$ cat config.mk
export PLATFORM = sky130hd
export DESIGN_NAME = cam_array
export DESIGN_NICKNAME = d
export VERILOG_FILES = /design/src/rtl/cam_pkg.sv /design/src/rtl/cam_prio_enc.sv /design/src/rtl/cam_array.sv
export SDC_FILE = /design/constraint.sdc
export NUM_CORES = 1
export LEC_CHECK = 0
export CAP_MARGIN = 10
export CORE_MARGIN = 3
export CORE_UTILIZATION = 31
export CTS_CLUSTER_DIAMETER = 200
export DETAILED_ROUTE_END_ITERATION = 12
export MAX_ROUTING_LAYER = met4
export SLEW_MARGIN = 30
export SYNTH_ARGS = -nofsm -noshare
export SYNTH_HDL_FRONTEND = slang
export SYNTH_HIERARCHICAL = 1
export SYNTH_SLANG_ARGS = --single-unit
$ cat constraint.sdc
create_clock -name clk -period 2.6 [get_ports clk]
set_clock_uncertainty 0.15 [all_clocks]
set_input_delay 0.39 -clock clk [delete_from_list [all_inputs] [get_ports clk]]
set_output_delay 0.39 -clock clk [all_outputs]
set_load 0.01 [all_outputs]
$ cat src/rtl/cam_pkg.sv
`default_nettype none
// ============================================================================
// Module      : cam_pkg
// Description : Shared widths and constants for the CAM and its users.
//               CAM_MASK_ALL is the all-ones search mask (exact match).
// Revision    : 1.0 - initial release
// ============================================================================
package cam_pkg;

   localparam int CAM_DATA_WIDTH = 16;
   localparam int CAM_ADDR_WIDTH = 4;

   localparam logic [CAM_DATA_WIDTH-1:0] CAM_MASK_ALL = '1;

endpackage
`default_nettype wire

$ cat src/rtl/cam_prio_enc.sv
`default_nettype none
// ============================================================================
// Module      : cam_prio_enc
// Description : Combinational match-vector encoder. Produces the lowest set
//               index, a hit flag and a multi-hit flag (two or more set).
// Ports       : match_vec  in  DEPTH       one bit per CAM entry
//               hit        out 1           any bit set
//               index      out ADDR_WIDTH  lowest set index, 0 when no hit
//               multi      out 1           two or more bits set
// Revision    : 1.0 - initial release
// ============================================================================
module cam_prio_enc
   import cam_pkg::*;
#(
   parameter int DEPTH      = 1 << CAM_ADDR_WIDTH,
   parameter int ADDR_WIDTH = CAM_ADDR_WIDTH
) (
   input  logic [DEPTH-1:0]      match_vec,
   output logic                  hit,
   output logic [ADDR_WIDTH-1:0] index,
   output logic                  multi
);

   // Scan upward: the first set bit fixes the index; any later set bit
   // (seen while hit is already 1) flags a multi-hit.
   always_comb begin
      hit   = 1'b0;
      index = '0;
      multi = 1'b0;
      for (int i = 0; i < DEPTH; i++) begin
         if (match_vec[i]) begin
            if (!hit) begin
               index = ADDR_WIDTH'(i);
            end
            multi = multi | hit;
            hit   = 1'b1;
         end
      end
   end

endmodule
`default_nettype wire

$ cat src/rtl/cam_array.sv
`default_nettype none
// ============================================================================
// Module      : cam_array
// Description : Flop-based content-addressable memory with per-bit masked
//               search, lowest-index priority and multi-hit flag. Search is
//               a 2-stage pipeline (match, encode) with registered outputs.
// Ports       : clk, reset (async, active-high)
//               wr_en/wr_addr/wr_data/wr_valid  write or invalidate one entry
//               flush                           clear every valid bit
//               search_en/search_data/search_mask  issue a masked search
//               rsp_valid/cam_hit_out/cam_addr_out/multi_hit  result, 2 cycles
//               after search_en; result fields hold while rsp_valid is low
// Revision    : 1.0 - initial release
// ============================================================================
module cam_array
   import cam_pkg::*;
#(
   parameter int DATA_WIDTH = CAM_DATA_WIDTH,
   parameter int ADDR_WIDTH = CAM_ADDR_WIDTH,
   parameter int DEPTH      = 1 << ADDR_WIDTH
) (
   input  logic                  clk,
   input  logic                  reset,
   input  logic                  wr_en,
   input  logic [ADDR_WIDTH-1:0] wr_addr,
   input  logic [DATA_WIDTH-1:0] wr_data,
   input  logic                  wr_valid,
   input  logic                  flush,
   input  logic                  search_en,
   input  logic [DATA_WIDTH-1:0] search_data,
   input  logic [DATA_WIDTH-1:0] search_mask,
   output logic                  rsp_valid,
   output logic                  cam_hit_out,
   output logic [ADDR_WIDTH-1:0] cam_addr_out,
   output logic                  multi_hit
);

   localparam logic [ADDR_WIDTH:0] DEPTH_LIM = (ADDR_WIDTH+1)'(DEPTH);

   // Storage
   logic [DATA_WIDTH-1:0] entry_q [DEPTH];
   logic [DATA_WIDTH-1:0] entry_d [DEPTH];
   logic [DEPTH-1:0]      valid_q, valid_d;

   // Stage 1 (match) and stage 2 (encode) registers
   logic [DEPTH-1:0]      match_q, match_d;
   logic                  s1_vld_q, s1_vld_d;
   logic                  rsp_valid_q, rsp_valid_d;
   logic                  hit_q, hit_d;
   logic [ADDR_WIDTH-1:0] addr_q, addr_d;
   logic                  multi_q, multi_d;

   logic                  w_wr_in_range;
   logic                  w_enc_hit;
   logic [ADDR_WIDTH-1:0] w_enc_index;
   logic                  w_enc_multi;

   // Out-of-range addresses are dropped (only matters when DEPTH < 2**ADDR_WIDTH).
   assign w_wr_in_range = ({1'b0, wr_addr} < DEPTH_LIM);

   // Flush is applied before the write so a simultaneous write survives.
   always_comb begin
      valid_d = valid_q;
      entry_d = entry_q;
      if (flush) begin
         valid_d = '0;
      end
      for (int i = 0; i < DEPTH; i++) begin
         if (wr_en && w_wr_in_range && (wr_addr == ADDR_WIDTH'(i))) begin
            valid_d[i] = wr_valid;
            if (wr_valid) begin
               entry_d[i] = wr_data;
            end
         end
      end
   end

   // Match uses the pre-edge array contents, so a same-cycle write is not seen.
   for (genvar gi = 0; gi < DEPTH; gi++) begin : g_match
      assign match_d[gi] = valid_q[gi] & ~|((entry_q[gi] ^ search_data) & search_mask);
   end

   assign s1_vld_d = search_en;

   cam_prio_enc #(
      .DEPTH      (DEPTH),
      .ADDR_WIDTH (ADDR_WIDTH)
   ) u_prio_enc (
      .match_vec (match_q),
      .hit       (w_enc_hit),
      .index     (w_enc_index),
      .multi     (w_enc_multi)
   );

   // Result fields only move when a stage-1 search completes; otherwise hold.
   always_comb begin
      rsp_valid_d = s1_vld_q;
      hit_d       = hit_q;
      addr_d      = addr_q;
      multi_d     = multi_q;
      if (s1_vld_q) begin
         hit_d   = w_enc_hit;
         addr_d  = w_enc_index;
         multi_d = w_enc_multi;
      end
   end

   // Data array is deliberately not reset; valid bits gate every match.
   always_ff @(posedge clk) begin
      entry_q <= entry_d;
   end

   always_ff @(posedge clk or posedge reset) begin
      if (reset) begin
         valid_q     <= '0;
         match_q     <= '0;
         s1_vld_q    <= 1'b0;
         rsp_valid_q <= 1'b0;
         hit_q       <= 1'b0;
         addr_q      <= '0;
         multi_q     <= 1'b0;
      end else begin
         valid_q     <= valid_d;
         match_q     <= match_d;
         s1_vld_q    <= s1_vld_d;
         rsp_valid_q <= rsp_valid_d;
         hit_q       <= hit_d;
         addr_q      <= addr_d;
         multi_q     <= multi_d;
      end
   end

   assign rsp_valid    = rsp_valid_q;
   assign cam_hit_out  = hit_q;
   assign cam_addr_out = addr_q;
   assign multi_hit    = multi_q;

endmodule
`default_nettype wire

==> run_results.csv, run 1 <==
group,metric,value,unit
drt,dr_total_vias,8129,
cts,cts_tree,"yes",
timing,finalSetupViolCount,0,
timing,relSlewSlack,51.3,%
drt,vias_per_cell,4.94,
cts,hold_buffers,0,
place,finalWeightedCongestion,0.832,
floorplanning,num_rows,75,
status,status,"completed",
cts,clock_path_buffers,3,
worst_setup_path,crit_path_start_kind,"register",
timing,period_share,80.9,%
worst_setup_path,critPathSlowestCell,"dfrtp_1",
place,hpwl,23700,µm
layout,final_area,16600,µm²
worst_setup_path,critPathKind,"register to register",
layout,multiInputGateArea,4420,µm²
drt,drc_errors,0,
drt,wl,36800,µm
drt,dr.pass1.iters,5,
place,placed_cell_area,15400,µm²
layout,areaGrowthSynthToFinish,22.3,%
floorplanning,core-area,42500,µm²
global_routing,grt_remaining_overflow,0,
power,clkPwrFrac,44.2,%
timing,fin_crit,2100,ps
global_routing,grt_usage,16.4,%
timing,slew_viol_final,0,
logic_synthesis,syn-cell-area,13500,µm²
worst_setup_path,arrival,2350,ps
logic_synthesis,yosys_warnings,6,
worst_setup_path,cp-end-kind,"register",
power,power.internal,8.61,mW
floorplanning,io_pins,65,
worst_setup_path,cpPeakStageDelay,500,ps
power,swShare,21.8,%
timing,whs,191,ps
worst_setup_path,critPathBufInv,0,
floorplanning,die_area,46200,µm²
place,dp_cells,1582,
global_routing,grt_pass1_vias,8548,
power,p_total,11.0,mW
logic_synthesis,synth_area_per_cell,14.5,µm²
logic_synthesis,async_flop_share,13.5,%
timing,hold_viol_final,0,
floorplanning,die_h,215,µm
timing,setup_tns,0,ps
flow_run,max_cap_violations,0,
layout,regArea,8690,µm²
global_routing,grt_start_max_net_pins,41,
power,seqPwrFrac,47.6,%
floorplanning,die_w,215,µm
cts,ctsResizeCount,0,
drt,wl_per_cell,22.4,µm
power,comb_power_share,8.3,%
cts,clk_pin_slew,60,ps
cts,worst_skew_pair.late_latency,510,ps
logic_synthesis,ys_seq_area_share,64.2,%
layout,final_nets,1099,
power,p_sw,2.41,mW
place,numPortBuffers,64,
worst_setup_path,crit_family,"simple AND/OR/NAND/NOR gates",
layout,layout_commonest_cell,"edfxtp_1",
layout,n_fill_cell,3893,
floorplanning,start_util,31.8,%
global_routing,antenna_found_initial,0,
layout,drive_above_1_share,15.4,%
timing,fmax,475,MHz
layout,stdcell_count,1644,
cts,clock_sinks,296,
timing,setup_ws,496,ps
power,p_leak,5.90,nW
layout,utilization,38.9,%
logic_synthesis,yosys_most_used_dff,"edfxtp_1",
logic_synthesis,synth-edff-count,256,
layout,layout_common_cells,"edfxtp_1 (256), xor2_1 (255), a22oi_1 (75)",
cts,cts_max_level,2,
logic_synthesis,synthesis.nets,989,
worst_setup_path,critPathMaxFanout,6,
layout,diodes,0,
logic_synthesis,syn_inst,931,
timing,rsz0062_at_grt,"false",
worst_setup_path,required,2840,ps
place,pre_cts_ws,166,ps
worst_hold_path,hp-class,"input port to register",
logic_synthesis,ys_ff_latch,296,
power,power_density,666,nW/µm²
cts,cts_buffers,34,
timing,worstMarginPinSlew,728,ps
cts,cts-root-buf,"clkbuf_16",
global_routing,grt_first_pass_wirelength,54900,µm
drt,drtIter0Drc,643,
drt,drtAntennaViolNets,0,
cts,post_cts_buffers,0,
logic_synthesis,synth.distinct_cells,50,
power,peakVddDrop,0.000291,V
worst_setup_path,crit_chain,"nor4_4, nand2_2, maj3_2, nor2_1, nand3_1, mux2_2",
## cells in the mapped netlist, types with 8 or more instances
cell type	number	share of area [%]
dfrtp_1	40	7.4
a22oi_1	75	4.2
buf_1	8	0.22
nand3_1	10	0.37
a22o_1	21	1.4
buf_2	14	0.52
o21ai_0	18	0.67
a221oi_1	11	0.71
inv_1	10	0.28
nor2_1	33	0.92
a2111oi_2	11	1.2
nand2_1	19	0.53
a21oi_1	10	0.37
nor2b_1	9	0.42
xor2_1	255	16
buf_6	18	1.5
nand4_1	21	0.97
edfxtp_1	256	57
clkbuf_1	22	0.61
## power by group through the flow
stage                     registers, mW  logic, mW  clock network, mW
after floorplan                    5.34      0.491                  0
after global placement             5.34      0.904                  0
after detailed placement           5.34      0.911                  0
after CTS                          5.25      0.916               4.95
after global routing               5.25      0.978               5.14
final                              5.24      0.910               4.87
## flip-flops by register name, indices dropped and copies added, names as in the netlist
signal,cells
entry_q,256
rsp_valid_d,1
match_q,16
cam_addr_out,4
multi_hit,1
rsp_valid,1
cam_hit_out,1
valid_q,16
## cells by family (layout without fill, tap and decap cells)
family	after synthesis	in the layout	share of synthesized area (%)
buffers and inverters	77	213	3.49
and+or+nand+nor	120	120	4.83
AOI/OAI and AO/OA	175	175	10.3
xor gates and xnor gates	256	256	16.6
DFF	296	296	64.2
adders and majority gates	1	1	0.0832
muxes	6	6	0.499
## metal layers
metal | vias up | track usage (%) | routed length, µm | share of wire, %
li1 | 3688 | - | - | -
met5 | - | - | 0 | 0
met2 | 223 | 27.6 | 18200 | 50
met1 | 4150 | 20.4 | 15900 | 43
met3 | 68 | 2.27 | 1580 | 4.3
met4 | 0 | 5.37 | 1130 | 3.1
## path summary, 6_finish.rpt
check | from | endpoint | slack [ps] | cells past startpoint
worst max-delay path | match_q[1] | multi_hit | 500 | 6
worst min-delay path | search_en | rsp_valid_d | 190 | 1
worst max register to register | match_q[1] | multi_hit | 500 | 6
worst min register to register | cam_hit_out | cam_hit_out | 350 | 1
max in group asynchronous | reset | match_q[8] | 1650 | 3
min in group asynchronous | reset | valid_q[4] | 220 | 3
## area by class of cell
| type | instances | share of cell area (%) |
|---|---|---|
| flip-flops and latches | 296 | 52.5 |
| multi-input cells | 558 | 26.7 |
| repair buffers | 141 | 9.33 |
| clock buffers | 50 | 5.95 |
| well taps | 577 | 4.36 |
| clock inverters | 12 | 0.967 |
| inverters | 10 | 0.227 |
Power figures use the tool's default switching activity.
==> inputs of run 2 (changes only) <==
==> constraint.sdc (replaced) <==
create_clock -name clk -period 2.1 [get_ports clk]
set_clock_uncertainty 0.15 [all_clocks]
set_input_delay 0.315 -clock clk [delete_from_list [all_inputs] [get_ports clk]]
set_output_delay 0.315 -clock clk [all_outputs]
set_load 0.01 [all_outputs]
==> run 2 against run 1 <==
Cell area increased by 3.7%. Count of clock-buffer cells in the layout up 1. Register-to-register slack worse by 430 ps. Combinational power grew 34%. Largest power group unchanged. Largest cell class unchanged. Via count up 2.4%. Wire length down 2.8%. Sequential share of layout area fell by 1.9 points. Power grew 26%. Final cell count is 3.3% higher. Worst hold slack got worse by 83 ps. Die area unchanged. Clock power up 26%.
==> run_results.csv, run 2 (synthesized netlist as in run 1, its figures left out) <==
group,metric,value,unit
status,status,"completed",
layout,utilization,40.4,%
layout,layout_common_cells,"edfxtp_1 (256), xor2_1 (255), buf_4 (91)",
layout,n_fill_cell,3862,
layout,final_nets,1153,
floorplanning,die_h,215,µm
cts,clk_pin_slew,60,ps
worst_hold_path,hp-class,"input port to register",
worst_setup_path,crit_path_start_kind,"register",
timing,whs,108,ps
place,numPortBuffers,64,
worst_setup_path,cpPeakStageDelay,400,ps
floorplanning,die_area,46200,µm²
cts,cts_buffers,35,
drt,drc_errors,0,
global_routing,grt_first_pass_wirelength,53500,µm
global_routing,met3_usage,2.33,%
drt,wl,35800,µm
drt,drtAntennaViolNets,0,
timing,fin_crit,2030,ps
power,seqPwrFrac,46.8,%
drt,dr.pass1.iters,7,
global_routing,grt_usage,15.7,%
power,p_leak,6.24,nW
cts,cts_max_level,2,
power,swShare,22.0,%
cts,worst_skew_pair.late_latency,530,ps
layout,regArea,8690,µm²
drt,vias_per_cell,4.90,
timing,hold_viol_final,0,
cts,post_cts_buffers,0,
timing,finalSetupViolCount,0,
worst_setup_path,worstReg2RegEnd,"multi_hit",
place,hpwl,25300,µm
floorplanning,num_rows,75,
global_routing,use_met2,24.0,%
power,power.internal,10.8,mW
worst_setup_path,crit_chain,"nor4_4, buf_4, nor2_1, o21a_1, o22ai_1, nand3_1, mux2_2",
floorplanning,die_w,215,µm
timing,period_share,96.9,%
worst_setup_path,rr_startpoint,"match_q[1]",
layout,multiInputGateArea,4430,µm²
power,p_sw,3.06,mW
layout,layout_commonest_cell,"edfxtp_1",
layout,areaGrowthSynthToFinish,26.8,%
cts,cts_tree,"yes",
worst_hold_path,hp-start,"search_en",
worst_setup_path,crit_path_end,"multi_hit",
layout,largestRegisters,"entry_q (256), match_q (16), valid_q (16)",
worst_setup_path,critPathKind,"register to register",
timing,relSlewSlack,48.1,%
flow_run,max_cap_violations,0,
worst_setup_path,cp-startpoint,"match_q[1]",
global_routing,grt_remaining_overflow,0,
floorplanning,io_pins,65,
floorplanning,core-area,42500,µm²
timing,slew_viol_final,0,
drt,drtIter0Drc,728,
global_routing,use_met1,21.3,%
worst_setup_path,cp-end-kind,"register",
place,finalWeightedCongestion,0.911,
global_routing,antenna_found_initial,0,
drt,wl_per_cell,21.0,µm
cts,clock_path_buffers,3,
timing,worstMarginPinSlew,776,ps
power,comb_power_share,8.8,%
layout,drive_above_1_share,20.1,%
floorplanning,start_util,31.8,%
worst_setup_path,worst-r2r-setup-slack,70,ps
timing,fmax,492,MHz
global_routing,grt_start_max_net_pins,41,
cts,clock_sinks,296,
worst_setup_path,reg2reg_depth,7,
worst_setup_path,critPathSlowestCell,"dfrtp_1",
layout,top_register,"entry_q",
global_routing,grt_pass1_vias,8252,
drt,dr_total_vias,8326,
timing,rsz0062_at_grt,"false",
power,peakVddDrop,0.000445,V
worst_setup_path,arrival,2280,ps
cts,cts-root-buf,"clkbuf_16",
worst_setup_path,required,2340,ps
layout,diodes,0,
worst_setup_path,critPathMaxFanout,4,
global_routing,gr-max-usage-layer,"met2",
power,clkPwrFrac,44.4,%
layout,largest_reg_flops,256,
power,power_density,809,nW/µm²
-- run 2: critical path: cells and delay by family, from the launching register on --
| family | cells | cell delay, ps |
|---|---|---|
| mux | 1 | 280 |
| flops | 1 | 400 |
| buf+inv | 1 | 180 |
| simple gates | 3 | 520 |
| compound gates | 2 | 380 |
-- run 2: worst min path at each step --
stage | endpoint | slack [ps] | cells past startpoint
5_1_grt | rsp_valid_d | 100 | 1
6_report | rsp_valid_d | 110 | 1
2_1_floorplan | rsp_valid_d | 200 | 0
3_5_place_dp | cam_addr_out[0] | 350 | 1
4_1_cts | rsp_valid_d | 100 | 1
3_3_place_gp | multi_hit | 350 | 1
-- run 2: power groups by stage --
stage,clock network (mW),logic [mW],registers (mW)
2_1_floorplan,0,0.608,6.61
3_3_place_gp,0,1.22,6.62
3_5_place_dp,0,1.22,6.62
4_1_cts,6.30,1.23,6.50
5_1_grt,6.55,1.31,6.50
6_report,6.16,1.22,6.50
-- run 2: layout make-up --
cell class / count / area share (%)
sequential: 296 / 50.6
tap: 577 / 4.20
multi-input combinational: 558 / 25.8
clock buffer: 51 / 6.04
timing repair buffer: 194 / 12.2
clock inverter: 13 / 0.933
inverter: 10 / 0.219
-- run 2: routing by layer --
| metal | wire length [µm] | vias to the layer above |
|---|---|---|
| li1 | - | 3794 |
| met1 | 15800 | 4133 |
| met2 | 16600 | 323 |
| met3 | 2070 | 76 |
| met4 | 1350 | 0 |
| met5 | 0 | - |
-- run 2: stage by stage --
stage / power, mW / area (µm²) / setup WS (ps) / TNS (ps) / cells
6_report: 13.9 / 17200 / 66.0 / 0 / 1699
5_1_grt: 14.4 / 17200 / 18.1 / 0 / 1699
4_1_cts: 14.0 / 17200 / 102 / 0 / 1699
3_5_place_dp: 7.84 / 16000 / -337 / -2940 / 1634
3_3_place_gp: 7.83 / 16000 / -319 / -3510 / 1634
2_1_floorplan: 7.22 / 13500 / 27.0 / 0 / 931
-- run 2: timing repair --
| action | CTS | global route |
|---|---|---|
| resized for setup | 0 | 1 |
| hold endpoints to repair | 3 | 0 |
| endpoints found under the setup margin | 0 | 1 |
| hold buffers | 1 | 0 |
